<file path="src/rtl/fb_port_arbiter_if.sv">
// ---------------------------------------------------------------------------
// fb_port_arbiter_if
//   Write channel between game-logic writers and the frame-buffer arbiter.
//   master : writer side (drives wr_valid/wr_addr/wr_data, sees wr_ready/wr_err)
//   slave  : arbiter side
// Signals
//   wr_valid  writer has a request
//   wr_ready  arbiter FIFO not full; push on wr_valid && wr_ready
//   wr_addr   image address (y*IMG_W + x)
//   wr_data   pixel to write
//   wr_err    1-cycle pulse when an out-of-range entry was dropped
// ---------------------------------------------------------------------------
interface fb_port_arbiter_if #(
  parameter int AW = 17,
  parameter int DW = 12
);
  logic          wr_valid;
  logic          wr_ready;
  logic [AW-1:0] wr_addr;
  logic [DW-1:0] wr_data;
  logic          wr_err;

  modport master (output wr_valid, wr_addr, wr_data, input wr_ready, wr_err);
  modport slave  (input wr_valid, wr_addr, wr_data, output wr_ready, wr_err);
endinterface

</file>
<file path="src/rtl/fb_port_arbiter.sv">
// ---------------------------------------------------------------------------
// fb_port_arbiter
//   Shares one single-port 160x120 frame-buffer BRAM between the VGA display
//   read path and game-logic writers. Display reads own every 4th pixel clock
//   of active video; a small write FIFO and an optional clear engine use the
//   remaining cycles. clk is the 25 MHz pixel clock.
//
//   Build option: define FB_CLEAR_EN to include the full-buffer clear engine.
//   Without it clr_req/clr_color are ignored and clr_busy is tied low.
//
// Ports
//   clk, rst            pixel clock, asynchronous active-high reset
//   h_cnt, v_cnt        VGA timing counters
//   wr                  write channel (fb_port_arbiter_if.slave)
//   clr_req, clr_color  start a clear / colour to fill with
//   clr_busy            clear engine active
//   mem_en, mem_we, mem_addr, mem_wdata, mem_rdata
//                       BRAM port (1-cycle synchronous read)
//   pix_data            displayed pixel, held between reads
// ---------------------------------------------------------------------------
module fb_port_arbiter #(
  parameter int IMG_W      = 160,
  parameter int IMG_H      = 120,
  parameter int SHIFT      = 2,
  parameter int SCR_W      = 640,
  parameter int SCR_H      = 480,
  parameter int DW         = 12,
  parameter int AW         = 17,
  parameter int FIFO_DEPTH = 4
) (
  input  logic          clk,
  input  logic          rst,
  input  logic [9:0]    h_cnt,
  input  logic [9:0]    v_cnt,
  fb_port_arbiter_if.slave wr,
  input  logic          clr_req,
  input  logic [DW-1:0] clr_color,
  output logic          clr_busy,
  output logic          mem_en,
  output logic          mem_we,
  output logic [AW-1:0] mem_addr,
  output logic [DW-1:0] mem_wdata,
  input  logic [DW-1:0] mem_rdata,
  output logic [DW-1:0] pix_data
);

  localparam int PIX_CNT = IMG_W * IMG_H;
  localparam int PW      = $clog2(FIFO_DEPTH);
  localparam int CW      = PW + 1;

  // ---------------------------------------------------------------------------
  // Display read slot: first pixel clock of each 4-pixel group in active video.
  // ---------------------------------------------------------------------------
  logic          rd_slot;
  logic [AW-1:0] rd_addr;

  assign rd_slot = (h_cnt < 10'(SCR_W)) && (v_cnt < 10'(SCR_H)) &&
                   (h_cnt[SHIFT-1:0] == '0);
  assign rd_addr = AW'(h_cnt >> SHIFT) + AW'(IMG_W) * AW'(v_cnt >> SHIFT);

  // ---------------------------------------------------------------------------
  // Write FIFO
  // ---------------------------------------------------------------------------
  logic [AW-1:0] fifo_addr [FIFO_DEPTH];
  logic [DW-1:0] fifo_data [FIFO_DEPTH];
  logic [PW-1:0] wr_ptr, rd_ptr;
  logic [CW-1:0] count, count_next;
  logic          push, pop, head_oor;

  assign push       = wr.wr_valid && wr.wr_ready;
  assign head_oor   = fifo_addr[rd_ptr] >= AW'(PIX_CNT);
  assign count_next = count + CW'(push) - CW'(pop);

  // NOTE: storage arrays are not reset; validity is tracked by count/pointers.
  always_ff @(posedge clk) begin
    if (push) begin
      fifo_addr[wr_ptr] <= wr.wr_addr;
      fifo_data[wr_ptr] <= wr.wr_data;
    end
  end

  // NOTE: sequential state uses non-blocking assignments so every register
  // samples pre-edge values regardless of process ordering.
  always_ff @(posedge clk or posedge rst) begin
    if (rst) begin
      wr_ptr      <= '0;
      rd_ptr      <= '0;
      count       <= '0;
      wr.wr_ready <= 1'b1;
      wr.wr_err   <= 1'b0;
    end else begin
      if (push) wr_ptr <= wr_ptr + 1'b1;
      if (pop)  rd_ptr <= rd_ptr + 1'b1;
      count       <= count_next;
      // Registered from next occupancy so the writer never sees a stale "ready".
      wr.wr_ready <= (count_next != CW'(FIFO_DEPTH));
      wr.wr_err   <= pop && head_oor;
    end
  end

  // ---------------------------------------------------------------------------
  // Clear engine
  // ---------------------------------------------------------------------------
  logic          clr_wr;     // clear write granted this cycle
  logic [AW-1:0] clr_addr;
  logic [DW-1:0] clr_wdata;

`ifdef FB_CLEAR_EN
  localparam int CNT_W = $clog2(PIX_CNT);

  typedef enum logic {
    IDLE,
    CLEAR
  } clr_state_t;

  clr_state_t       state, state_next;
  logic [CNT_W-1:0] clr_cnt;
  logic [DW-1:0]    clr_color_q;

  always_ff @(posedge clk or posedge rst) begin
    if (rst) state <= IDLE;
    else     state <= state_next;
  end

  always_ff @(posedge clk or posedge rst) begin
    if (rst) begin
      clr_cnt     <= '0;
      clr_color_q <= '0;
    end else if (state == IDLE && clr_req) begin
      clr_cnt     <= '0;
      clr_color_q <= clr_color;
    end else if (clr_wr) begin
      clr_cnt     <= clr_cnt + 1'b1;
    end
  end

  // clr_req during CLEAR is deliberately ignored.
  always_comb begin
    state_next = state;
    clr_wr     = 1'b0;
    case (state)
      IDLE:  if (clr_req) state_next = CLEAR;
      CLEAR: begin
        if (!rd_slot) begin
          clr_wr = 1'b1;
          if (clr_cnt == CNT_W'(PIX_CNT - 1)) state_next = IDLE;
        end
      end
      default: state_next = IDLE;
    endcase
  end

  assign clr_busy  = (state == CLEAR);
  assign clr_addr  = AW'(clr_cnt);
  assign clr_wdata = clr_color_q;
`else
  logic unused_clr;

  assign unused_clr = ^{clr_req, clr_color};
  assign clr_busy   = 1'b0;
  assign clr_wr     = 1'b0;
  assign clr_addr   = '0;
  assign clr_wdata  = '0;
`endif

  // ---------------------------------------------------------------------------
  // Port mux: read slot > clear write > FIFO head > idle.
  // The port is combinational from the counters (reads keep their 2-cycle
  // latency), so reset is gated in here to park the BRAM immediately.
  // ---------------------------------------------------------------------------
  // NOTE: every output of this block gets a default first, so no latch forms.
  always_comb begin
    mem_en    = 1'b0;
    mem_we    = 1'b0;
    mem_addr  = '0;
    mem_wdata = '0;
    pop       = 1'b0;
    if (!rst) begin
      if (rd_slot) begin
        mem_en   = 1'b1;
        mem_addr = rd_addr;
      end else if (clr_wr) begin
        mem_en    = 1'b1;
        mem_we    = 1'b1;
        mem_addr  = clr_addr;
        mem_wdata = clr_wdata;
      end else if (count != '0) begin
        pop = 1'b1;
        // Out-of-range entries are consumed without touching the BRAM.
        if (!head_oor) begin
          mem_en    = 1'b1;
          mem_we    = 1'b1;
          mem_addr  = fifo_addr[rd_ptr];
          mem_wdata = fifo_data[rd_ptr];
        end
      end
    end
  end

  // ---------------------------------------------------------------------------
  // Display output register: BRAM data arrives one cycle after the slot and
  // is captured the cycle after that.
  // ---------------------------------------------------------------------------
  logic rd_d1;

  always_ff @(posedge clk or posedge rst) begin
    if (rst) begin
      rd_d1    <= 1'b0;
      pix_data <= '0;
    end else begin
      rd_d1 <= rd_slot;
      if (rd_d1) pix_data <= mem_rdata;
    end
  end

endmodule

</file>
<file path="src/flat_wrapper.sv">
// flat-port wrapper written by rule: the top's interface ports become plain ports
module fb_port_arbiter_flat 
#(
  parameter int IMG_W      = 160,
  parameter int IMG_H      = 120,
  parameter int SHIFT      = 2,
  parameter int SCR_W      = 640,
  parameter int SCR_H      = 480,
  parameter int DW         = 12,
  parameter int AW         = 17,
  parameter int FIFO_DEPTH = 4
)
  (clk, rst, h_cnt, v_cnt, clr_req, clr_color, clr_busy, mem_en, mem_we, mem_addr, mem_wdata, mem_rdata, pix_data, wr_wr_valid, wr_wr_addr, wr_wr_data, wr_wr_ready, wr_wr_err);
  fb_port_arbiter_if #(.AW(AW), .DW(DW)) wr_i ();
  input  logic clk;
  input  logic rst;
  input  logic [9:0] h_cnt;
  input  logic [9:0] v_cnt;
  input  logic clr_req;
  input  logic [DW-1:0] clr_color;
  output logic clr_busy;
  output logic mem_en;
  output logic mem_we;
  output logic [AW-1:0] mem_addr;
  output logic [DW-1:0] mem_wdata;
  input  logic [DW-1:0] mem_rdata;
  output logic [DW-1:0] pix_data;
  input wire logic [$bits(wr_i.wr_valid)-1:0] wr_wr_valid;
  input wire logic [$bits(wr_i.wr_addr)-1:0] wr_wr_addr;
  input wire logic [$bits(wr_i.wr_data)-1:0] wr_wr_data;
  output wire logic [$bits(wr_i.wr_ready)-1:0] wr_wr_ready;
  output wire logic [$bits(wr_i.wr_err)-1:0] wr_wr_err;
  assign wr_i.wr_valid = wr_wr_valid;
  assign wr_i.wr_addr = wr_wr_addr;
  assign wr_i.wr_data = wr_wr_data;
  assign wr_wr_ready = wr_i.wr_ready;
  assign wr_wr_err = wr_i.wr_err;
  fb_port_arbiter #(.IMG_W(IMG_W), .IMG_H(IMG_H), .SHIFT(SHIFT), .SCR_W(SCR_W), .SCR_H(SCR_H), .DW(DW), .AW(AW), .FIFO_DEPTH(FIFO_DEPTH)) u_core (.clk(clk), .rst(rst), .h_cnt(h_cnt), .v_cnt(v_cnt), .wr(wr_i), .clr_req(clr_req), .clr_color(clr_color), .clr_busy(clr_busy), .mem_en(mem_en), .mem_we(mem_we), .mem_addr(mem_addr), .mem_wdata(mem_wdata), .mem_rdata(mem_rdata), .pix_data(pix_data));
endmodule
</file>
<file path="config.mk">
export PLATFORM = sky130hd
export DESIGN_NAME = fb_port_arbiter_flat
export DESIGN_NICKNAME = d
export VERILOG_FILES = /design/src/rtl/fb_port_arbiter_if.sv /design/src/rtl/fb_port_arbiter.sv /design/src/flat_wrapper.sv
export SDC_FILE = /design/constraint.sdc
export NUM_CORES = 1
export LEC_CHECK = 0
export CAP_MARGIN = 15
export CELL_PAD_IN_SITES_DETAIL_PLACEMENT = 1
export CELL_PAD_IN_SITES_GLOBAL_PLACEMENT = 1
export CORE_MARGIN = 2
export CORE_UTILIZATION = 25
export CTS_CLUSTER_DIAMETER = 50
export DETAILED_ROUTE_END_ITERATION = 10
export PLACE_DENSITY_LB_ADDON = 0.2
export SETUP_SLACK_MARGIN = 0.02
export SLEW_MARGIN = 20
export SYNTH_ARGS = -nofsm -noshare
export SYNTH_HDL_FRONTEND = slang
export SYNTH_SLANG_ARGS = --single-unit
export TNS_END_PERCENT = 30
</file>
<file path="constraint.sdc">
create_clock -name clk -period 6.76 [get_ports clk]
set_input_delay 2.028 -clock clk [delete_from_list [all_inputs] [get_ports clk]]
set_output_delay 2.028 -clock clk [all_outputs]
set_load 0.02 [all_outputs]
</file>
==> summary.txt <==
Finish
  – Area Overhead vs Synth: 38.75%
  – Layout Utilization: 35.59%
  – Ant. Diodes: 0
  – Commonest non-fill, non-tap cell in the layout: edfxtp_1
  – Most frequent cells in the layout: edfxtp_1 (116), clkdlybuf4s50_1 (95), buf_4 (29), mux4_2 (25), dfrtp_1 (19)
  – Post-route insts no fill: 821
  – # fillers: 2439
  – Share of cells above drive strength 1: 26.89%
  – Final #Nets: 591

Floorplan
  – Die Y-Extent: 159.7 µm
  – Core ar.: 23610 µm²
  – Row cnt: 56
  – Initial Util: 25.65%
  – Die area: 25490 µm²
  – Top Ports: 123
  – Chip width: 159.7 µm

Yosys
  – Synth top area share: 57.51%
  – Asr flop ratio synth: 15.94%
  – Predominant post-synthesis flop cell: edfxtp_1
  – Syn. warnings: 0
  – Synth area leader: edfxtp_1
  – Post-Syn Area: 6057 µm²
  – Seq/Total Area, Yosys: 66.62%
  – Largest cells by area after synthesis: edfxtp_1 (58%), mux4_2 (9.3%), dfrtp_1 (8.7%)
  – Cells after Synth: 346
  – Post-synth EDFFs: 116
  – Unique masters post-synth: 51
  – FF+latch count, synth: 138
  – Mean Syn Cell Area: 17.51 µm²

Global route
  – Total gr overflow: 0
  – Pin count of the biggest net entering global routing: 31
  – Number of global-route vias before repair: 4100
  – Initial antenna violation count: 1
  – Global-route wire length before repair: 22580 µm
  – GRT Resource Usage Total: 11.72%

STA
  – Worst Tran Pin Value: 0.8799 ns
  – Min cycle time layout: 6.620 ns
  – Final period util: 97.93%
  – Skew final: 0.008382 ns
  – RSZ-0062 raised after global routing: true
  – Max Clk Rate: 0.1510 GHz
  – Final Hold Fails: 0
  – Slew HR: 41.34%
  – Endpoints failing setup: 0
  – Max Slew Vio Count: 0

Route
  – First drt pass iteration count: 4
  – Post-DRT Antenna Nets: 0
  – Wire per inst: 17.50 µm
  – DRT iter0 DRCs: 80
  – Total detailed-routing wirelength: 14370 µm
  – Routed vias: 3586
  – DR DRC count: 0
  – Vias per inst: 4.368

Place
  – Post-DP HPWL: 9408 µm
  – Placed Cells incl. Taps: 788
  – IO buf count: 105
  – GPL Wtd Cong: 0.7495

Setup path
  – WS Path Type: primary input to output port
  – Startpoint types: primary input
  – Crit path DAT: 4.59 ns
  – Crit path required time: 4.73 ns
  – Critical Path Fanout Max: 3
  – Setup crit end kind: output port

Status
  – Status: completed

Hold path
  – Hold Crit Class: register to register

CTS
  – Clock root buffer master: clkbuf_16
  – Clock latency on the worst-skew pair: 0.41 ns
  – H-Tree Depth: 4
  – CTS Buf Count: 17
  – Clk buf depth: 2
  – Clk slew on worst S/H paths: 0.06 ns
  – Hold bufs inserted after CTS: 0
  – CTS tree: done
  – Clock Sinks: 138

Flow run
  – Max-Cap Viols: 0

Power
  – Power Density: 359.9 nW/µm²
  – Max rail drop VDD: 0.1666 mV
  – Leak: 3.033 nW
kinds of logic (layout without fill, tap and decap cells):
| kind of cell | count (synthesis) | after routing | share of synthesized area (%) |
|---|---|---|---|
| simple gates | 62 | 62 | 5.412 |
| compound gates | 41 | 41 | 5.640 |
| xor+xnor | 13 | 13 | 1.880 |
| flops | 138 | 138 | 66.62 |
| buf+inv | 25 | 180 | 2.148 |
| mux | 42 | 42 | 12.91 |
| other cells | 1 | 2 | 0.06191 |
| fa+ha+maj | 24 | 24 | 5.329 |
sequential cells by signal (all words and copies together) (netlist names):
| name | flops |
|---|---|
| u_core.fifo_data | 48 |
| u_core.rd_ptr | 2 |
| u_core.fifo_addr | 68 |
| u_core.wr.wr_ready | 1 |
| u_core.rd_d1 | 1 |
| u_core.count | 3 |
| u_core.wr.wr_err | 1 |
| u_core.wr_ptr | 2 |
| u_core.pix_data | 12 |
metrics by stage:
step | hold WS, ns | total power [mW] | TNS, ns | setup slack (ns) | area (µm²)
after detailed placement | 0.4955 | 2.134 | -2.101 | -0.5351 | 7680
after global routing | 0.5172 | 3.204 | -0.002234 | -0.002234 | 8404
after global placement | 0.4906 | 2.103 | -2.094 | -0.4921 | 7680
final | 0.5064 | 3.025 | 0 | 0.1396 | 8404
after floorplan | 0.4973 | 1.780 | 0 | 0.4044 | 6061
after CTS | 0.5105 | 3.072 | -0.03138 | -0.03138 | 8313
worst max-delay path, cell delays in order:
cell and delay, ns:
clkdlybuf4s50_1 0.43, buf_4 0.15, ha_1 0.29, ha_2 0.33
o21ai_1 0.12, or4b_1 0.54, o311ai_2 0.15, buf_4 0.17
a211o_1 0.10, nand3_1 0.10, buf_2 0.18
layer usage:
metal,routed length [µm],vias to the layer above,global-route usage [%]
li1,-,1657,-
met1,6553,1819,14.72
met2,6783,97,19.01
met3,878,11,4.286
met4,138,2,3.388
met5,12,-,0
power breakdown:
group	switching [mW]	internal, mW	total, mW
Sequential	0.124	1.11	1.24
Clock	0.367	0.551	0.918
Combinational	0.423	0.445	0.868
final timing paths:
| path | from | to | slack, ns | depth (start not counted) |
|---|---|---|---|---|
| setup reg to reg | u_core.count[0] | u_core.wr.wr_ready | 4.48 | 11 |
| setup / recovery | v_cnt[6] | mem_addr[14] | 0.14 | 11 |
| hold / removal | u_core.pix_data[1] | u_core.pix_data[1] | 0.51 | 1 |
| hold reg to reg | u_core.pix_data[1] | u_core.pix_data[1] | 0.51 | 1 |
| min in group asynchronous | rst | u_core.wr.wr_err | 2.07 | 3 |
| max in group asynchronous | rst | u_core.wr.wr_ready | 4.41 | 3 |
cells in the mapped netlist (all sizes together), types with 2 or more instances:
library cell  number
a211o              3
clkbuf             3
o21ai              6
nand3              4
a22o              13
xor2               5
mux4              27
nor2              15
and2              12
and3               4
dfrtp             21
nand2              9
mux2i              2
a21o               2
ha                21
mux2              13
inv               13
nor3b              3
xnor2              8
o21ba              2
nor2b              2
nor3               4
nand4              4
a21oi              4
a211oi             3
buf                9
fa                 3
edfxtp           116
nor4               2
final cells by class:
class | instances | area, µm² | share of cell area, %
flip-flops and latches | 138 | 4038 | 48.04
repair buffers | 136 | 1315 | 15.65
multi-input cells | 184 | 2017 | 24.00
inverters | 13 | 48.80 | 0.5806
clock buffers | 17 | 425.4 | 5.062
clock inverters | 14 | 161.4 | 1.921
well taps | 319 | 399.1 | 4.749
what timing repair did:
action	CTS	global route
pin swaps	2	7
setup buffers	0	2
setup endpoints to repair	6	6
resized for setup	24	20
No activity file was read; power rests on OpenSTA's default activity.
